File: src/rtl/vld_unit.sv
// Vector load sequencer: fetches 1..16 strided 16-bit elements from data
// memory one request per cycle, packs them into a 256-bit vector and commits
// it to the vector register file in a single write cycle.
module vld_unit #(
  parameter int ADDR_W = 16
) (
  input  logic              clk,
  input  logic              rst_n,
  input  logic              start,
  input  logic [3:0]        vd,
  input  logic [ADDR_W-1:0] base,
  input  logic [ADDR_W-1:0] stride,
  input  logic [3:0]        len,
  output logic              busy,
  output logic              done,
  output logic              mem_ren,
  output logic [ADDR_W-1:0] mem_raddr,
  input  logic [15:0]       mem_rdata,
  output logic              vreg_wEn,
  output logic [3:0]        vreg_wAddr,
  output logic [3:0]        vreg_wLen,
  output logic [255:0]      vreg_wData
);

  typedef enum logic [1:0] {
    S_IDLE,
    S_FETCH,
    S_DRAIN,
    S_WRITE
  } state_t;

  state_t              state_q, state_d;
  logic [3:0]          vd_q, vd_d;
  logic [3:0]          len_q, len_d;
  logic [ADDR_W-1:0]   stride_q, stride_d;
  logic [ADDR_W-1:0]   addr_q, addr_d;
  logic [3:0]          k_q, k_d;
  logic [255:0]        buf_q, buf_d;

  logic                slot_wr;
  logic [3:0]          slot_idx;

  // Next-state, command latching and element capture into the assembly buffer.
  // Data for the request issued at k arrives one cycle later, so FETCH stores
  // into slot k-1 and DRAIN stores the last element into slot len.
  always_comb begin
    state_d  = state_q;
    vd_d     = vd_q;
    len_d    = len_q;
    stride_d = stride_q;
    addr_d   = addr_q;
    k_d      = k_q;
    buf_d    = buf_q;
    slot_wr  = 1'b0;
    slot_idx = '0;

    case (state_q)
      S_IDLE: begin
        if (start) begin
          state_d  = S_FETCH;
          vd_d     = vd;
          len_d    = len;
          stride_d = stride;
          addr_d   = base;
          k_d      = '0;
          buf_d    = '0;
        end
      end
      S_FETCH: begin
        addr_d = addr_q + stride_q;
        if (k_q != 4'd0) begin
          slot_wr  = 1'b1;
          slot_idx = k_q - 4'd1;
        end
        if (k_q == len_q) begin
          state_d = S_DRAIN;
        end else begin
          k_d = k_q + 4'd1;
        end
      end
      S_DRAIN: begin
        slot_wr  = 1'b1;
        slot_idx = len_q;
        state_d  = S_WRITE;
      end
      S_WRITE: begin
        state_d = S_IDLE;
      end
      default: begin
        state_d = S_IDLE;
      end
    endcase

    if (slot_wr) begin
      for (int unsigned i = 0; i < 16; i++) begin
        if (slot_idx == 4'(i)) begin
          buf_d[16*i +: 16] = mem_rdata;
        end
      end
    end
  end

  // State and datapath registers with synchronous active-low reset.
  always_ff @(posedge clk) begin
    if (!rst_n) begin
      state_q  <= S_IDLE;
      vd_q     <= '0;
      len_q    <= '0;
      stride_q <= '0;
      addr_q   <= '0;
      k_q      <= '0;
      buf_q    <= '0;
    end else begin
      state_q  <= state_d;
      vd_q     <= vd_d;
      len_q    <= len_d;
      stride_q <= stride_d;
      addr_q   <= addr_d;
      k_q      <= k_d;
      buf_q    <= buf_d;
    end
  end

  // Outputs decode from registered state only; write-port fields are zero
  // whenever no write is in progress.
  always_comb begin
    busy       = (state_q != S_IDLE);
    mem_ren    = (state_q == S_FETCH);
    mem_raddr  = mem_ren ? addr_q : '0;
    vreg_wEn   = (state_q == S_WRITE);
    done       = vreg_wEn;
    vreg_wAddr = vreg_wEn ? vd_q  : '0;
    vreg_wLen  = vreg_wEn ? len_q : '0;
    vreg_wData = vreg_wEn ? buf_q : '0;
  end

endmodule

File: config.mk
export PLATFORM = sky130hd
export DESIGN_NAME = vld_unit
export DESIGN_NICKNAME = d
export VERILOG_FILES = /design/src/rtl/vld_unit.sv
export SDC_FILE = /design/constraint.sdc
export NUM_CORES = 1
export LEC_CHECK = 0
export CAP_MARGIN = 20
export CORE_MARGIN = 3
export CORE_UTILIZATION = 46
export CTS_BUF_LIST = sky130_fd_sc_hd__clkbuf_8
export DETAILED_ROUTE_END_ITERATION = 12
export DONT_BUFFER_PORTS = 1
export HOLD_SLACK_MARGIN = 0.12
export PLACE_DENSITY = 0.7
export SETUP_SLACK_MARGIN = 0.15
export SYNTH_ARGS = -nofsm -noshare
export SYNTH_HDL_FRONTEND = slang
export SYNTH_SLANG_ARGS = --single-unit
File: constraint.sdc
create_clock -name clk -period 2.17 [get_ports clk]
set_input_delay 0.1085 -clock clk [delete_from_list [all_inputs] [get_ports clk]]
set_output_delay 0.1085 -clock clk [all_outputs]
set_load 0.005 [all_outputs]
# After elaboration in Yosys (flattened, before gate mapping)
# Cells that the tools add are included.
# totals
n_memories,0
out_inout_bits,284
latchBits,0
mem_bits_ro,0
mem_bits_rw,0
reg_bits,302
# classes
bitwise,0
order_cmp,0
shift,0
add_sub_neg,3
div_mod_pow,0
muxes,35
n_mul,0
eq_ne,22
n_reduce_logical,9
# op_table
operator,count
$mux W256,4
$mux W16,18
$eq A4 B4 Y1 const B,8
$pmux W16 S2,1
$mux W4,5
$add A16 B16 Y16,1
$eq A4 B3 Y1 const B,4
$pmux W4 S2,2
$eq A4 B2 Y1 const B,2
$pmux W2 S4,1
$reduce_and A2 Y1,3
$add A4 B1 Y4 const B,1
$eq A2 B2 Y1 const B,2
$eq A4 B1 Y1 const B,1
$eq A4 B4 Y1,1
$logic_not A4 Y1,1
$mux W2,2
$ne A2 B2 Y1 const B,2
$reduce_bool A2 Y1,2
$reduce_bool A4 Y1,1
$sub A4 B1 Y4 const B,1
$reduce_and A3 Y1,1
$eq A2 B1 Y1 const B,1
$logic_not A2 Y1,1
3 further kinds,3

# Depth between registers and ports, before layout
# Gate-level depths: netlist (run 1).
# logic_depth
word_depth,6
ltp_mapped,12
mapped_depth_nobuf,11

# Least setup slack after synthesis (run 1)
# OpenSTA, ideal clock, no wires.
# synth_path
path_kind,register to register
startpoint,register k_q[0]
endpoint,register buf_q[63]
n_path_buf,2
t_arrival_ns,2.178
slack_ns,-0.079
stages_incl_launch_ff,12
setup_time_ns,0.072
path_cell_list,dfxtp_1 > inv_1 > ha_1 > nand2_1 > nand2_1 > nor2_2 > a21oi_1 > nor3_4 > and2_1 > buf_4 > buf_6 > mux2i_1
# synth_via
elab_chain_len,6
word_cells_on_any_way,9
classes_between,1 x add/sub; 1 x eq/ne; 6 x mux; 1 x reduce/logical
# synth_lines
item,line,rtl
from (decl),37,"logic [3:0] k_q, k_d;"
from (signal assigned),119,k_q <= k_d;
$sub A4 B1 Y4 or $reduce_bool A4 Y1 (tied branches),"73, 71",
$mux W4,71,if (k_q != 4'd0) begin
$pmux W4 S2,57,case (state_q)
$eq A4 B2 Y1,96,if (slot_idx == 4'(i)) begin
$mux W16,96,
$mux W256 *,94,if (slot_wr) begin
to (signal assigned),120,buf_q <= buf_d;
to (decl),38,"logic [255:0] buf_q, buf_d;"
# Mark *: on every way between the ends. The rest lies on a longest branch, timed or not.
# A chain may end at the register's enable or synchronous reset.

# Worst setup path after layout (run 1)
# layout_path
startpoint,register stride_q[7]
endpoint,register addr_q[15]
# layout_via
elab_chain_len,2
# layout_lines
item,line,rtl
from (decl),35,"logic [ADDR_W-1:0] stride_q, stride_d;"
from (signal assigned),117,stride_q <= stride_d;
$add A16 B16 Y16,70,addr_d = addr_q + stride_q;
$pmux W16 S2,57,
to (signal assigned),118,addr_q <= addr_d;
to (decl),36,"logic [ADDR_W-1:0] addr_q, addr_d;"
# Every way passes these cells.

==> flow_summary.toml, run 1 <==
[setup_path]
crit_family = "compound AO/OA/AOI/OAI gates"
max_stage_delay_ns = 0.42
crit_chain = "ha_1 > and3_4 > nand2_1 > a21oi_2 > o211ai_1 > a2111oi_2 > o21ai_1 > a211o_1 > a31oi_1"
worstSetupPathType = "reg -> reg"
crit_buf_inv = 0
endpoint_kind = "flip-flop"
cp_slowest_cell = "a2111oi_2"
r2r_setup_slack_ns = -0.03
worstReg2RegEnd = "addr_q[15]"
reg2reg_depth = 9
critical_path_required_ns = 2.65
arrival_ns = 2.68
regToRegStartpoint = "stride_q[7]"
start_kind = "flip-flop"
crit_cells = 9
cp_max_fo = 4

[place]
globalplace.congestion = 0.831
place_hpwl_um = 24800
io_buffers = 0
place_ws_ns = -0.0781

[routing]
drt_wl_total_um = 41400
drtIter0Drc = 577
vias_per_cell = 5.40
ant_nets = 0
vias = 11100
drc_errors = 0
drt_pass1_iterations = 5
wire_per_inst_um = 20.3

[synthesis]
synth_top_area_cell = "dfxtp_1"
synth_most_common_cell = "dfxtp_1"
synth.area.top_cells = "dfxtp_1 45%, mux2i_1 14%, and2_1 13%"
async_reset_ff_share_pct = 0
synthCells = 1540
yosysUniqueCellTypes = 55
ys.flop_type = "dfxtp_1"
synth_seq_cells = 302
yosysTopAreaCellShare_pct = 44.5
syn-num-nets = 1621
synth_seq_area_share_pct = 44.5
synth_warnings = 0
netlist_area_um2 = 13600
synth.avg_cell_area_um2 = 8.81
synth.top_cells.by_count = "302 x dfxtp_1, 280 x and2_1, 259 x nand2_1"
synth_edf_count = 0

[clock_tree]
insertion_delay_ns = 0.57
htree_levels = 2
path_clk_slew_ns = 0.07
root_buffer = "clkbuf_8"
cts_tree = "built"
clockBufferDepth = 3
cts_made_buffers = 49
cts.sinks = 302

[power_and_ir_drop]
comb_power_share_pct = 25.0
switching_share_pct = 32.1
powerDensity_nw_per_um2 = 899
power_frac_seq_pct = 39.7
switchingPower_mw = 4.91
ir_drop_mv = 0.637
leakage_nw = 7.13
intPower_mw = 10.4
pwr-share-clk_pct = 35.3

[hold_path]
whs_endpoint = "stride_q[12]"
min_path_type = "in -> reg"
worstHoldStart = "stride[12]"
hold_depth = 3

[outcome]
status = "finished with violations"
violations = "negative setup slack"

[flow_run]
drv_cap = 0

[timing]
max_freq_ghz = 0.455
hold_viol = 0
tightest_slew_ns = 1.02
rsz0062_at_grt = "yes"
max-slew-margin-rel_pct = 32.0
slew_viol_final = 0
final.min_clock_period_ns = 2.20
setup_violations = 1
layout_setup_ws_ns = -0.0297
finalCritPeriodShare_pct = 101
fin_skew_ns = 0.0321

[floorplan]
dieArea_um2 = 31600
initial_core_util_pct = 47.0
coreArea_um2 = 28900
floorplan.die.width_um = 178
die_height_um = 178
ios = 343
rows = 62

[global_routing]
grt_pass1_vias = 10700
grt.total_usage_pct = 24.5
antenna_found_initial = 0
grt_max_degree = 107
overflow = 0
grt_pass1_wl_um = 60900

[layout]
area_growth_pct = 25.6
nets = 1703
diodes = 0
fin_util_pct = 59.1
drive_above_1_share_pct = 16.7
## placed cells by master, fill, tap and decap left out, types with 6 or more instances in the layout
master / synthesis / layout
xnor2_1: 7 / 7
mux2i_1: 187 / 184
nand2_1: 259 / 252
o21ai_1: 28 / 35
dfxtp_1: 302 / 291
ha_1: 21 / 7
dlygate4sd3_1: 0 / 59
nand3_1: 80 / 80
buf_12: 0 / 23
a21oi_2: 0 / 6
inv_1: 14 / 20
a21oi_4: 1 / 6
buf_6: 4 / 12
nor2_1: 31 / 25
nand2_8: 0 / 9
and2_1: 280 / 278
clkbuf_8: 0 / 69
buf_4: 10 / 49
ha_4: 0 / 12
dfxtp_2: 0 / 10
nor2_4: 0 / 8
o21ai_0: 69 / 58
clkinv_2: 0 / 7
a21oi_1: 46 / 35
a211oi_1: 9 / 9
xor2_1: 10 / 10
## sequential cells by signal, indices dropped and copies added, names as in the netlist
signal / cells
addr_q: 16
buf_q: 256
stride_q: 16
len_q: 4
vd_q: 4
k_q: 4
state_q: 2
## through the flow
stage | hold slack, ns | cell area, µm² | instances | setup TNS [ns] | power [mW]
6_report | 0.256 | 17100 | 2046 | -0.0297 | 15.3
3_3_place_gp | 0.247 | 14400 | 1859 | -0.0427 | 9.24
2_1_floorplan | 0.237 | 13700 | 1540 | 0 | 8.32
5_1_grt | 0.248 | 17100 | 2046 | -0.831 | 16.0
3_5_place_dp | 0.249 | 14400 | 1859 | -0.544 | 9.32
4_1_cts | 0.210 | 16600 | 2033 | -0.0127 | 15.0
## area by class of cell
type                            count  area [µm²]
Fill cell                        2424       11800
Multi-Input combinational cell   1099        7500
Sequential cell                   302        6060
Timing Repair Buffer              154        1840
Clock buffer                       69         950
Tap cell                          384         480
Clock inverter                     22         155
Inverter                           16        62.6
## power by group through the flow
stage | Combinational, mW | Sequential, mW | Clock [mW]
after floorplan | 2.20 | 6.12 | 0
after global placement | 3.09 | 6.15 | 0
after detailed placement | 3.15 | 6.17 | 0
after CTS | 3.49 | 6.07 | 5.48
after global routing | 4.16 | 6.11 | 5.73
final | 3.83 | 6.08 | 5.41
## worst register-to-register path: stages, from the launching register on
cell and delay (ns):
dfxtp_1 0.31, ha_1 0.34, and3_4 0.20, nand2_1 0.06, a21oi_2 0.14, o211ai_1 0.14
a2111oi_2 0.42, o21ai_1 0.12, a211o_1 0.29, a31oi_1 0.12
## layer usage
metal  wire length (µm)  vias up  global-route usage [%]  part of all wire (%)
li1                   -     5275                       -                     -
met1              17100     5299                    30.1                    41
met2              20000      390                    41.5                    48
met3               2840       93                    5.43                   6.9
met4               1500        0                    9.78                   3.6
met5                  0        -                       0                     0
## what timing repair did
item / 4_1_cts / 5_1_grt
pin swaps: 25 / 21
resized for setup: 54 / 55
endpoints found under the setup margin: 264 / 364
hold buffers: 60 / 0
hold endpoints to repair: 222 / 0
buffers inserted: 16 / 9
cloned: 7 / 4
## logic make-up (layout without fill, tap and decap cells)
kind of cell	Yosys count	count (layout)	synth area share (%)
AOI/OAI and AO/OA	181	181	7.55
buffers and inverters	141	261	4.59
xor gates and xnor gates	17	17	1.10
muxes	188	188	13.9
adders and majority gates	22	22	2.08
DFF	302	302	44.5
and+or+nand+nor	689	691	26.3
## how the worst max path moves through the flow
stage / start / to / slack (ns)
final: stride_q[7] / addr_q[15] / -0.03
after global routing: stride_q[1] / addr_q[15] / -0.14
after detailed placement: k_q[0] / buf_q[169] / -0.08
after floorplan: stride_q[0] / addr_q[8] / 0.11
after CTS: stride_q[1] / addr_q[15] / -0.01
after global placement: stride_q[1] / addr_q[15] / -0.01
No activity file was read; power rests on OpenSTA's default activity.
==> run 2, diff against run 1 <==
--- a/config.mk
+++ b/config.mk
@@ -12,7 +12,7 @@
 export DETAILED_ROUTE_END_ITERATION = 12
 export DONT_BUFFER_PORTS = 1
 export HOLD_SLACK_MARGIN = 0.12
-export PLACE_DENSITY = 0.7
+export PLACE_DENSITY = 0.68
 export SETUP_SLACK_MARGIN = 0.15
 export SYNTH_ARGS = -nofsm -noshare
 export SYNTH_HDL_FRONTEND = slang
==> constraint.sdc (replaced) <==
create_clock -name clk -period 2.45 [get_ports clk]
set_input_delay 0.1225 -clock clk [delete_from_list [all_inputs] [get_ports clk]]
set_output_delay 0.1225 -clock clk [all_outputs]
set_load 0.005 [all_outputs]
==> flow_summary.toml, run 2 (same netlist as run 1, synthesis figures left out) <==
[outcome]
status = "completed"

[floorplan]
dieArea_um2 = 31600
floorplan.die.width_um = 178
ios = 343
initial_core_util_pct = 47.0
rows = 62
die_height_um = 178
coreArea_um2 = 28900

[global_routing]
grt_pass1_vias = 10200
grt_pass1_wl_um = 58700
grt.total_usage_pct = 23.6
grt_max_degree = 141
antenna_found_initial = 0
overflow = 0

[timing]
tightest_slew_ns = 1.07
max-slew-margin-rel_pct = 28.4
rsz0062_at_grt = "yes"
hold_viol = 0
fin_skew_ns = 0.0223
hold_ws_ns = 0.187
max_freq_ghz = 0.432
finalCritPeriodShare_pct = 94.4
setup_violations = 0
slew_viol_final = 0
final.min_clock_period_ns = 2.31

[setup_path]
endpoint_kind = "flip-flop"
critical_path_required_ns = 2.95
cp_max_fo = 3
worstSetupPathType = "reg -> reg"
start_kind = "flip-flop"
arrival_ns = 2.81

[routing]
drt_wl_total_um = 39100
ant_nets = 0
wire_per_inst_um = 19.6
drc_errors = 0
vias = 10700
drtIter0Drc = 564
vias_per_cell = 5.36
drt_pass1_iterations = 5

[clock_tree]
cts.sinks = 302
cts_made_buffers = 49
clockBufferDepth = 3
cts_tree = "built"
insertion_delay_ns = 0.57
htree_levels = 2
root_buffer = "clkbuf_8"
path_clk_slew_ns = 0.07

[layout]
diodes = 0
top_regs = "buf_q: 256 flops, addr_q: 16 flops, stride_q: 16 flops"
area_growth_pct = 16.9
fin_util_pct = 55.0
regMostFlops = "buf_q"
mostFrequentLayoutCells = "295 x dfxtp_1, 279 x and2_1, 259 x nand2_1"
largest_reg_flops = 256
drive_above_1_share_pct = 10.2
layout_commonest_cell = "dfxtp_1"
fin_cells = 1994
fin_area_um2 = 15900
nets = 1659

[place]
dpl_cell_area_um2 = 14000
place_hpwl_um = 24700
dp.cells = 1836
io_buffers = 0
globalplace.congestion = 0.821

[power_and_ir_drop]
leakage_nw = 6.61
ir_drop_mv = 0.558
powerDensity_nw_per_um2 = 787

[flow_run]
drv_cap = 0

[hold_path]
min_path_type = "in -> reg"
run 2: cell types whose count changed in the layout (fill, tap and decap cells not counted), sizes merged, moves of 2 or more:
cell         delta
buf            -45
clkbuf         -16
inv            +12
dlygate4sd3     +8
clkinv          -5
clkinvlp        -2
nand2           -2
run 2: cell type report:
type / instances / area [µm²]
inverter: 16 / 60.1
fill: 2611 / 13000
sequential: 302 / 6050
timing repair buffer: 112 / 1210
clock buffer: 57 / 785
tap: 384 / 480
multi-input combinational: 1097 / 7150
clock inverter: 26 / 135
run 2: through the flow:
stage | TNS (ns) | power (mW) | setup WS [ns]
final | 0 | 12.5 | 0.136
after floorplan | 0 | 7.22 | 0.201
after global routing | -0.0242 | 13.1 | -0.0242
after global placement | 0 | 7.88 | 0.0970
after detailed placement | 0 | 7.97 | 0.0622
after CTS | 0 | 12.3 | 0.116
run 2: critical path, stage by stage (launching register included):
cell       delay, ns
dfxtp_1         0.34
ha_1            0.31
a21o_1          0.19
nand4_1         0.14
a21oi_2         0.08
o211ai_1        0.26
a2111oi_2       0.12
or3_1           0.38
a211o_1         0.31
a31oi_1         0.13
run 2: layer usage:
layer | track usage [%] | share of wire [%] | up-vias | wire (µm)
li1 | - | - | 5162 | -
met1 | 30.1 | 44 | 5118 | 17000
met2 | 39.5 | 48 | 339 | 18600
met3 | 5.46 | 6.0 | 77 | 2330
met4 | 7.85 | 2.9 | 0 | 1120
met5 | 0 | 0 | - | 0
run 2: timing repair:
action | in CTS | in global routing
endpoints found under the setup margin | 85 | 284
buffers inserted | 1 | 7
endpoints found under the hold margin | 143 | 0
resized for setup | 11 | 48
pin swaps | 2 | 18
hold buffers | 68 | 0
run 2: path summary, 6_finish.rpt:
| check | startpoint | endpoint | slack, ns | cells past startpoint |
|---|---|---|---|---|
| setup / recovery | stride_q[1] | addr_q[15] | 0.14 | 9 |
| hold / removal | mem_rdata[14] | buf_q[126] | 0.19 | 2 |
| setup reg to reg | stride_q[1] | addr_q[15] | 0.14 | 9 |
| hold reg to reg | buf_q[114] | buf_q[114] | 0.45 | 2 |
run 2: report_power, final:
group / switching [mW] / leakage [nW] / total [mW] / internal (mW)
sequential: 0.213 / 2.44 / 5.38 / 5.16
clock: 1.96 / 0.548 / 4.17 / 2.21
combinational: 1.85 / 3.62 / 2.94 / 1.09
==> run 3, diff against run 2 <==
--- a/config.mk
+++ b/config.mk
@@ -6,13 +6,16 @@
 export NUM_CORES = 1
 export LEC_CHECK = 0
 export CAP_MARGIN = 20
+export CELL_PAD_IN_SITES_DETAIL_PLACEMENT = 1
+export CELL_PAD_IN_SITES_GLOBAL_PLACEMENT = 2
 export CORE_MARGIN = 3
-export CORE_UTILIZATION = 46
+export CORE_UTILIZATION = 39
 export CTS_BUF_LIST = sky130_fd_sc_hd__clkbuf_8
+export CTS_CLUSTER_SIZE = 8
 export DETAILED_ROUTE_END_ITERATION = 12
 export DONT_BUFFER_PORTS = 1
 export HOLD_SLACK_MARGIN = 0.12
-export PLACE_DENSITY = 0.68
+export PLACE_DENSITY = 0.89
 export SETUP_SLACK_MARGIN = 0.15
 export SYNTH_ARGS = -nofsm -noshare
 export SYNTH_HDL_FRONTEND = slang
==> flow_summary.toml, run 3 (same netlist as run 1, synthesis figures left out) <==
[outcome]
status = "completed"

[layout]
regMostFlops = "buf_q"
fin_util_pct = 47.8
fin_cells = 2081
area_growth_pct = 19.6
fin_area_um2 = 16200
drive_above_1_share_pct = 11.8
nets = 1673
fillers = 3912
top_regs = "buf_q: 256 flops, addr_q: 16 flops, stride_q: 16 flops"
largest_reg_flops = 256
mostFrequentLayoutCells = "292 x dfxtp_1, 280 x and2_1, 258 x nand2_1"
layout_commonest_cell = "dfxtp_1"

[global_routing]
overflow = 0
grt_max_degree = 133
grt_pass1_wl_um = 65400
grt.total_usage_pct = 22.9
antenna_found_initial = 2
grt_pass1_vias = 11100

[setup_path]
endpoint_kind = "flip-flop"
critical_path_required_ns = 2.97
regToRegStartpoint = "addr_q[3]"
crit_chain = "ha_4 > a21o_1 > a21oi_2 > a21oi_2 > o211ai_1 > a2111oi_2 > or3_1 > a211o_1 > a31oi_1"
arrival_ns = 2.86
worstSetupPathType = "reg -> reg"
max_stage_delay_ns = 0.35
reg2reg_depth = 9
cp-endpoint = "addr_q[15]"
start_kind = "flip-flop"
worstReg2RegEnd = "addr_q[15]"
cp_max_fo = 5
setup.worst_path.start = "addr_q[3]"
crit_top_cell = "a21oi_2"
r2r_setup_slack_ns = 0.11
cp_slowest_cell = "or3_1"

[timing]
tightest_slew_ns = 1.07
max-slew-margin-rel_pct = 28.2
layout_setup_ws_ns = 0.108
setup_tns_ns = 0
slew_viol_final = 0
finalCritPeriodShare_pct = 95.6
setup_violations = 0
max_freq_ghz = 0.427
hold_ws_ns = 0.244
rsz0062_at_grt = "yes"
fin_skew_ns = 0.0213
final.min_clock_period_ns = 2.34
hold_viol = 0

[place]
dp.cells = 1905
dpl_cell_area_um2 = 14100
io_buffers = 0
place_ws_ns = 0.0428
globalplace.congestion = 0.832
place_hpwl_um = 27900

[floorplan]
initial_core_util_pct = 40.0
ios = 343
die_height_um = 193
floorplan.die.width_um = 193
dieArea_um2 = 37100
rows = 67
coreArea_um2 = 34000

[power_and_ir_drop]
ir_drop_mv = 0.554
powerDensity_nw_per_um2 = 808
leakage_nw = 6.76
power_mw = 13.1

[routing]
drc_errors = 0
ant_nets = 0
vias = 10900
drt_wl_total_um = 44700
wire_per_inst_um = 21.5
drt_pass1_iterations = 4
drtIter0Drc = 494
vias_per_cell = 5.22

[clock_tree]
clockBufferDepth = 3
path_clk_slew_ns = 0.06
insertion_delay_ns = 0.61
cts_tree = "built"
cts_made_buffers = 51
root_buffer = "clkbuf_8"
cts.sinks = 302
htree_levels = 2

[flow_run]
drv_cap = 0

[hold_path]
min_path_type = "in -> reg"
worstHoldStart = "len[2]"
==> run 3: repair_timing <==
action | 4_1_cts | 5_1_grt
hold buffers | 68 | 0
pin swaps | 5 | 24
endpoints found under the hold margin | 215 | 0
resized for setup | 15 | 51
setup endpoints to repair | 160 | 341
setup buffers | 2 | 12
==> run 3: worst max-delay path, delay by kind of cell, from the launching register on <==
kind / cells / cell delay, ns
AO/OA/AOI/OAI: 7 / 1.32
AND/OR/NAND/NOR: 1 / 0.35
adder cells (fa/ha/maj): 1 / 0.26
flip-flops: 1 / 0.34
==> run 3: routing by layer <==
layer | vias to the layer above | GRT usage [%] | routed length [µm]
met5 | - | 0 | 19
met4 | 2 | 8.29 | 1180
met3 | 66 | 5.83 | 2720
met2 | 300 | 38.6 | 21600
met1 | 5300 | 28.3 | 19200
li1 | 5194 | - | -
==> run 3: cell type report <==
type                       instances  area [µm²]  area share, %
multi-input combinational       1097        7170           44.2
sequential                       302        6060           37.3
inverter                          16        60.1          0.370
timing repair buffer             124        1320           8.12
clock buffer                      65         895           5.51
antenna                            1        2.50         0.0154
clock inverter                    28         171           1.06
tap                              448         561           3.45
==> run 3: how the worst min path moves through the flow <==
stage / end / slack, ns / cells after the start
after floorplan: vd_q[0] / 0.26 / 2
after global placement: vd_q[1] / 0.26 / 2
after detailed placement: vd_q[2] / 0.27 / 2
after CTS: len_q[2] / 0.19 / 3
after global routing: len_q[2] / 0.22 / 3
final: len_q[2] / 0.24 / 3
==> run 3: power by group <==
group	internal (mW)	total, mW	switching, mW
combinational	1.09	3.07	1.98
sequential	5.17	5.38	0.216
clock	2.59	4.67	2.08
total	8.85	13.1	4.27
